==> src/rtl/hazard_stall_unit_if.sv <==
// Pipeline-side signals exchanged with the hazard/stall controller.
// The master modport is the pipeline; the slave modport is the controller.
interface hazard_stall_unit_if #(
    parameter int CNT_W = 16
);
    logic [4:0]       Rs_ID;
    logic [4:0]       Rt_ID;
    logic             UsesRt_ID;
    logic             Branch_ID;
    logic             BranchTaken;
    logic [4:0]       Rd_EX;
    logic             RegWrite_EX;
    logic             MemRead_EX;
    logic             MulDiv_EX;
    logic [4:0]       Rd_MEM;
    logic             MemRead_MEM;
    logic             PCWrite;
    logic             IF_ID_Write;
    logic             IF_ID_Flush;
    logic             ID_EX_Bubble;
    logic             EX_Hold;
    logic             EX_MEM_Bubble;
    logic             Busy;
    logic [CNT_W-1:0] StallCycles;

    modport master (
        output Rs_ID, Rt_ID, UsesRt_ID, Branch_ID, BranchTaken,
               Rd_EX, RegWrite_EX, MemRead_EX, MulDiv_EX, Rd_MEM, MemRead_MEM,
        input  PCWrite, IF_ID_Write, IF_ID_Flush, ID_EX_Bubble, EX_Hold,
               EX_MEM_Bubble, Busy, StallCycles
    );

    modport slave (
        input  Rs_ID, Rt_ID, UsesRt_ID, Branch_ID, BranchTaken,
               Rd_EX, RegWrite_EX, MemRead_EX, MulDiv_EX, Rd_MEM, MemRead_MEM,
        output PCWrite, IF_ID_Write, IF_ID_Flush, ID_EX_Bubble, EX_Hold,
               EX_MEM_Bubble, Busy, StallCycles
    );
endinterface

==> src/rtl/hazard_stall_unit.sv <==
// Stall/flush controller for the 5-stage MIPS-32 pipeline: load-use and
// branch-in-ID interlocks, mul/div EX occupancy, and a stall-cycle counter.
module hazard_stall_unit #(
    parameter int MULDIV_CYCLES = 4,
    parameter int CNT_W         = 16
) (
    input  logic               Clk,
    input  logic               Reset,
    hazard_stall_unit_if.slave hz
);
    typedef enum logic [1:0] {
        IDLE    = 2'd0,
        BUSY    = 2'd1,
        RELEASE = 2'd2
    } state_t;

    state_t           r_state, w_state_nxt;
    logic [5:0]       r_cnt, w_cnt_nxt;
    logic [CNT_W-1:0] r_stall_cnt;
    logic             w_match_ex, w_match_mem;
    logic             w_hold, w_stall;
    logic             w_pcwrite, w_ifid_write, w_ifid_flush;
    logic             w_idex_bubble, w_ex_hold, w_exmem_bubble;

    // Register 0 is hard-wired, so a zero destination never creates a dependency.
    always_comb begin
        w_match_ex  = (hz.Rd_EX != 5'd0) &&
                      ((hz.Rs_ID == hz.Rd_EX) || (hz.UsesRt_ID && (hz.Rt_ID == hz.Rd_EX)));
        w_match_mem = (hz.Rd_MEM != 5'd0) &&
                      ((hz.Rs_ID == hz.Rd_MEM) || (hz.UsesRt_ID && (hz.Rt_ID == hz.Rd_MEM)));
        w_stall     = (hz.MemRead_EX && w_match_ex) ||
                      (hz.Branch_ID && hz.RegWrite_EX && w_match_ex) ||
                      (hz.Branch_ID && hz.MemRead_MEM && w_match_mem);
    end

    always_ff @(posedge Clk or posedge Reset) begin
        if (Reset) begin
            r_state <= IDLE;
            r_cnt   <= '0;
        end else begin
            r_state <= w_state_nxt;
            r_cnt   <= w_cnt_nxt;
        end
    end

    // The IDLE detection cycle is itself a hold cycle, so BUSY covers MULDIV_CYCLES-1.
    always_comb begin
        w_state_nxt = r_state;
        w_cnt_nxt   = r_cnt;
        w_hold      = 1'b0;
        unique case (r_state)
            IDLE: begin
                if (hz.MulDiv_EX) begin
                    w_hold      = 1'b1;
                    w_cnt_nxt   = 6'(MULDIV_CYCLES - 2);
                    w_state_nxt = BUSY;
                end
            end
            BUSY: begin
                w_hold = 1'b1;
                if (r_cnt == 6'd0) begin
                    w_state_nxt = RELEASE;
                end else begin
                    w_cnt_nxt = r_cnt - 6'd1;
                end
            end
            RELEASE: begin
                w_state_nxt = IDLE;
            end
            default: begin
                w_state_nxt = IDLE;
            end
        endcase
    end

    always_comb begin
        w_pcwrite      = 1'b1;
        w_ifid_write   = 1'b1;
        w_ifid_flush   = 1'b0;
        w_idex_bubble  = 1'b0;
        w_ex_hold      = 1'b0;
        w_exmem_bubble = 1'b0;
        if (!Reset) begin
            if (w_hold) begin
                w_pcwrite      = 1'b0;
                w_ifid_write   = 1'b0;
                w_ex_hold      = 1'b1;
                w_exmem_bubble = 1'b1;
            end else if (w_stall) begin
                w_pcwrite     = 1'b0;
                w_ifid_write  = 1'b0;
                w_idex_bubble = 1'b1;
            end else if (hz.BranchTaken) begin
                w_ifid_flush = 1'b1;
            end
        end
    end

    always_ff @(posedge Clk or posedge Reset) begin
        if (Reset) begin
            r_stall_cnt <= '0;
        end else if (!w_pcwrite && (r_stall_cnt != '1)) begin
            r_stall_cnt <= r_stall_cnt + 1'b1;
        end
    end

    assign hz.PCWrite       = w_pcwrite;
    assign hz.IF_ID_Write   = w_ifid_write;
    assign hz.IF_ID_Flush   = w_ifid_flush;
    assign hz.ID_EX_Bubble  = w_idex_bubble;
    assign hz.EX_Hold       = w_ex_hold;
    assign hz.EX_MEM_Bubble = w_exmem_bubble;
    assign hz.Busy          = (r_state != IDLE);
    assign hz.StallCycles   = r_stall_cnt;
endmodule

==> src/flat_wrapper.sv <==
// flat-port wrapper written by rule: the top's interface ports become plain ports
module hazard_stall_unit_flat 
#(
    parameter int MULDIV_CYCLES = 4,
    parameter int CNT_W         = 16
)
  (Clk, Reset, hz_Rs_ID, hz_Rt_ID, hz_UsesRt_ID, hz_Branch_ID, hz_BranchTaken, hz_Rd_EX, hz_RegWrite_EX, hz_MemRead_EX, hz_MulDiv_EX, hz_Rd_MEM, hz_MemRead_MEM, hz_PCWrite, hz_IF_ID_Write, hz_IF_ID_Flush, hz_ID_EX_Bubble, hz_EX_Hold, hz_EX_MEM_Bubble, hz_Busy, hz_StallCycles);
  hazard_stall_unit_if #(.CNT_W(CNT_W)) hz_i ();
  input  logic Clk;
  input  logic Reset;
  input wire logic [$bits(hz_i.Rs_ID)-1:0] hz_Rs_ID;
  input wire logic [$bits(hz_i.Rt_ID)-1:0] hz_Rt_ID;
  input wire logic [$bits(hz_i.UsesRt_ID)-1:0] hz_UsesRt_ID;
  input wire logic [$bits(hz_i.Branch_ID)-1:0] hz_Branch_ID;
  input wire logic [$bits(hz_i.BranchTaken)-1:0] hz_BranchTaken;
  input wire logic [$bits(hz_i.Rd_EX)-1:0] hz_Rd_EX;
  input wire logic [$bits(hz_i.RegWrite_EX)-1:0] hz_RegWrite_EX;
  input wire logic [$bits(hz_i.MemRead_EX)-1:0] hz_MemRead_EX;
  input wire logic [$bits(hz_i.MulDiv_EX)-1:0] hz_MulDiv_EX;
  input wire logic [$bits(hz_i.Rd_MEM)-1:0] hz_Rd_MEM;
  input wire logic [$bits(hz_i.MemRead_MEM)-1:0] hz_MemRead_MEM;
  output wire logic [$bits(hz_i.PCWrite)-1:0] hz_PCWrite;
  output wire logic [$bits(hz_i.IF_ID_Write)-1:0] hz_IF_ID_Write;
  output wire logic [$bits(hz_i.IF_ID_Flush)-1:0] hz_IF_ID_Flush;
  output wire logic [$bits(hz_i.ID_EX_Bubble)-1:0] hz_ID_EX_Bubble;
  output wire logic [$bits(hz_i.EX_Hold)-1:0] hz_EX_Hold;
  output wire logic [$bits(hz_i.EX_MEM_Bubble)-1:0] hz_EX_MEM_Bubble;
  output wire logic [$bits(hz_i.Busy)-1:0] hz_Busy;
  output wire logic [$bits(hz_i.StallCycles)-1:0] hz_StallCycles;
  assign hz_i.Rs_ID = hz_Rs_ID;
  assign hz_i.Rt_ID = hz_Rt_ID;
  assign hz_i.UsesRt_ID = hz_UsesRt_ID;
  assign hz_i.Branch_ID = hz_Branch_ID;
  assign hz_i.BranchTaken = hz_BranchTaken;
  assign hz_i.Rd_EX = hz_Rd_EX;
  assign hz_i.RegWrite_EX = hz_RegWrite_EX;
  assign hz_i.MemRead_EX = hz_MemRead_EX;
  assign hz_i.MulDiv_EX = hz_MulDiv_EX;
  assign hz_i.Rd_MEM = hz_Rd_MEM;
  assign hz_i.MemRead_MEM = hz_MemRead_MEM;
  assign hz_PCWrite = hz_i.PCWrite;
  assign hz_IF_ID_Write = hz_i.IF_ID_Write;
  assign hz_IF_ID_Flush = hz_i.IF_ID_Flush;
  assign hz_ID_EX_Bubble = hz_i.ID_EX_Bubble;
  assign hz_EX_Hold = hz_i.EX_Hold;
  assign hz_EX_MEM_Bubble = hz_i.EX_MEM_Bubble;
  assign hz_Busy = hz_i.Busy;
  assign hz_StallCycles = hz_i.StallCycles;
  hazard_stall_unit #(.MULDIV_CYCLES(MULDIV_CYCLES), .CNT_W(CNT_W)) u_core (.Clk(Clk), .Reset(Reset), .hz(hz_i));
endmodule
==> config.mk <==
export PLATFORM = sky130hd
export DESIGN_NAME = hazard_stall_unit_flat
export DESIGN_NICKNAME = d
export VERILOG_FILES = /design/src/rtl/hazard_stall_unit_if.sv /design/src/rtl/hazard_stall_unit.sv /design/src/flat_wrapper.sv
export SDC_FILE = /design/constraint.sdc
export NUM_CORES = 1
export LEC_CHECK = 0
export ABC_AREA = 1
export BUFFER_PORTS_ARGS = -buffer_cell sky130_fd_sc_hd__buf_2
export CORE_MARGIN = 1
export CORE_UTILIZATION = 57
export DETAILED_ROUTE_END_ITERATION = 6
export PLACE_DENSITY_LB_ADDON = 0.1
export SLEW_MARGIN = 20
export SYNTH_ARGS = -nofsm -noshare
export SYNTH_HDL_FRONTEND = slang
export SYNTH_SLANG_ARGS = --single-unit
==> constraint.sdc <==
create_clock -name Clk -period 4.75 [get_ports Clk]
set_input_delay 0.475 -clock Clk [delete_from_list [all_inputs] [get_ports Clk]]
set_output_delay 0.475 -clock Clk [all_outputs]
set_load 0.05 [all_outputs]
==> run_results.csv <==
group,metric,value,unit
clock_network,cts_tree,"yes",
clock_network,cts-root-buf,"clkbuf_4",
worst_setup_path,startpoint,"u_core.r_state[0]",
worst_setup_path,cp.arrival,2.03,ns
power,power_frac_comb,49.2,%
synth,synth_ff_type,"dfrtp_1",
synth,ys_seq_area_share,32.0,%
clock_network,h-tree-depth,1,
power,power_switching,0.422,mW
power,total_power,0.877,mW
detailed_routing,vias,1876,
layout,stdcell_area,2190,µm²
floorplan,die_area,3520,µm²
detailed_routing,routedWlPerCell,10.1,µm
clock_network,clock_latency,0.33,ns
grt,track_usage,24.2,%
synth,synth_edf_count,0,
grt,grt_pass1_wl,6600,µm
place,dp.cells,375,
timing,period_share,52.8,%
clock_network,cts_buffers,3,
synth,ys_ff_latch,24,
power,power_per_cell_area,401,nW/µm²
layout,n_antenna_cell,0,
clock_network,post_cts_buffers,0,
synth,ys_types,29,
worst_setup_path,path_max_fanout,20,
floorplan,boundaryPins,52,
worst_setup_path,reg2reg_to,"u_core.hz.StallCycles[0]",
timing,setup_tns,0,ns
clock_network,clk_pin_slew,0.14,ns
place,post_dp_cell_area,2140,µm²
timing,relSlewSlack,68.0,%
min_path,hold_path.class,"in -> async",
power,peakVddDrop,0.160,mV
layout,syn_to_final_growth,16.8,%
worst_setup_path,cp-end-kind,"primary output",
clock_network,cts.sinks,24,
floorplan,placement_rows,20,
worst_setup_path,reg2regPathDepth,8,
timing,rsz0062_at_grt,"false",
worst_setup_path,start_kind,"flop",
detailed_routing,drtIter0Drc,101,
synth,async_flop_share,100,%
grt,grt_max_degree,43,
power,leakagePower,1.27,nW
grt,grt_pass1_vias,1653,
layout,multi_input_area,1080,µm²
grt,antenna_found_initial,0,
detailed_routing,first_pass_iters,4,
synth,syn_nets,319,
floorplan,die_y,59.3,µm
clock_network,cts_buffer_depth,2,
floorplan,start_util,60.9,%
worst_setup_path,rr_startpoint,"u_core.hz.StallCycles[0]",
floorplan,core_area,3080,µm²
place,port_buffers,51,
synth,ys_warn_count,0,
timing,layout_min_cycle_time,2.51,ns
timing,report.final.slew_viol_count,0,
timing,worstMarginPinSlew,0.479,ns
synth,synth_cells,287,
power,swShare,48.1,%
floorplan,die_x,59.3,µm
timing,fin_worst_skew,0.0157,ns
worst_setup_path,r2r_slack,2.89,ns
run_status,status,"completed",
clock_network,postCtsHoldBufs,0,
timing,max_freq,399,MHz
power,pwr-share-seq,33.9,%
detailed_routing,routed_wl,3830,µm
power,p_int,0.455,mW
place,hpwl,3040,µm
worst_setup_path,crit_type,"reg -> out",
job,drv_cap,0,
grt,overflow,0,
synth,syn-cell-area,1870,µm²
detailed_routing,drtAntennaViolNets,0,
layout,post-route-util,71.1,%
place,globalplace.congestion,0.903,
detailed_routing,post-route-drc-count,0,
synth,synth_area_per_cell,6.53,µm²
timing,setup_violations,0,
detailed_routing,vias_per_cell,4.95,
layout,n_fill_cell,284,
power,clkPwrFrac,16.9,%
layout,layout.cells.non_filler,379,
layout,fin_nets,368,
timing,hold_viol,0,
layout,layout-drive-gt1-share,20.3,%
worst_setup_path,cp.required,4.28,ns
clock_network,post_cts_resized,0,
layout,seqCellArea,601,µm²
## cells by family (layout without fill, tap and decap cells)
family,after synthesis,in the layout,share of synthesized area [%]
compound gates,10,10,3.00
xor+xnor,16,16,7.48
fa+ha+maj,3,3,2.00
flops,24,24,32.0
simple gates,188,188,44.9
buf+inv,46,94,10.5
## sequential cells by signal, summed over array words and instances (netlist names)
register and count:
u_core.hz.StallCycles 16, u_core.r_cnt 6, u_core.r_state 2
## metrics by stage
stage / hold WS, ns / setup slack, ns
CTS: 0.302 / 2.24
finish: 0.299 / 2.24
global route: 0.325 / 1.98
floorplan: 0.426 / 1.50
global placement: 0.454 / 2.29
detailed placement: 0.453 / 2.24
## area by class of cell
cell class	instances	area share (%)
clock buffers	3	1.03
clock inverters	1	1.37
inverters	38	6.51
repair buffers	52	12.0
flip-flops and latches	24	27.4
multi-input cells	217	49.1
well taps	44	2.51
## power by group through the flow
stage / clock network, mW / registers (mW) / logic [mW]
6_report: 0.149 / 0.297 / 0.432
2_1_floorplan: 0 / 0.353 / 0.302
3_5_place_dp: 0 / 0.301 / 0.433
3_3_place_gp: 0 / 0.301 / 0.426
4_1_cts: 0.151 / 0.296 / 0.434
5_1_grt: 0.158 / 0.306 / 0.479
## critical path: stages, from the launching register on
cell and delay (ns):
dfrtp_1 0.43, nor2_1 0.07, nand2_1 0.07, nand2_1 0.10, inv_1 0.10, nand3_2 0.36
nor3b_1 0.28, buf_2 0.30
## layer usage
layer,vias to the layer above,wire length (µm),share of wire [%],track usage (%)
met5,-,0,0,0
met4,0,42,1.1,8.50
met3,5,194,5.1,3.28
met2,50,1710,45,40.4
met1,819,1880,49,31.7
li1,1002,-,-,-
## placed cells by master (no fill, tap or decap)
cell and count:
nand2_2 1, a21oi_1 1, o21ai_1 1, nor3_1 5, nor3b_2 1, dfrtp_1 24, nand4_1 19, a31oi_1 2
nor2_4 1, nand2_4 1, clkbuf_4 3, xor2_1 7, nand3_1 15, nand3_2 1, o22ai_1 1, nor2_1 30
a211oi_1 1, xnor2_1 9, bufinv_16 1, inv_2 5, buf_4 1, buf_2 51, nand3_4 1, nor3_2 1
o21ai_0 4, ha_1 3, nor3b_1 3, inv_1 33, nand2_1 109
## how the worst max path moves through the flow
stage / end / slack, ns / cells after the start
final: hz_IF_ID_Flush / 2.24 / 7
after global routing: hz_IF_ID_Flush / 1.98 / 7
after CTS: hz_IF_ID_Flush / 2.24 / 9
after detailed placement: hz_IF_ID_Flush / 2.24 / 9
after global placement: hz_IF_ID_Flush / 2.29 / 9
after floorplan: hz_PCWrite / 1.50 / 5
## Yosys cell counts (all sizes together) (2+ instances only)
cell | n | area (µm²)
nand2 | 111 | 427
inv | 38 | 143
nor2 | 31 | 124
dfrtp | 24 | 601
nand4 | 19 | 119
nand3 | 17 | 103
xnor2 | 9 | 78.8
xor2 | 7 | 61.3
buf | 6 | 47.5
nor3 | 6 | 35.0
o21ai | 5 | 25.0
nor3b | 4 | 35.0
ha | 3 | 37.5
a31oi | 2 | 12.5
clkbuf | 2 | 7.51
Power figures use the tool's default switching activity.
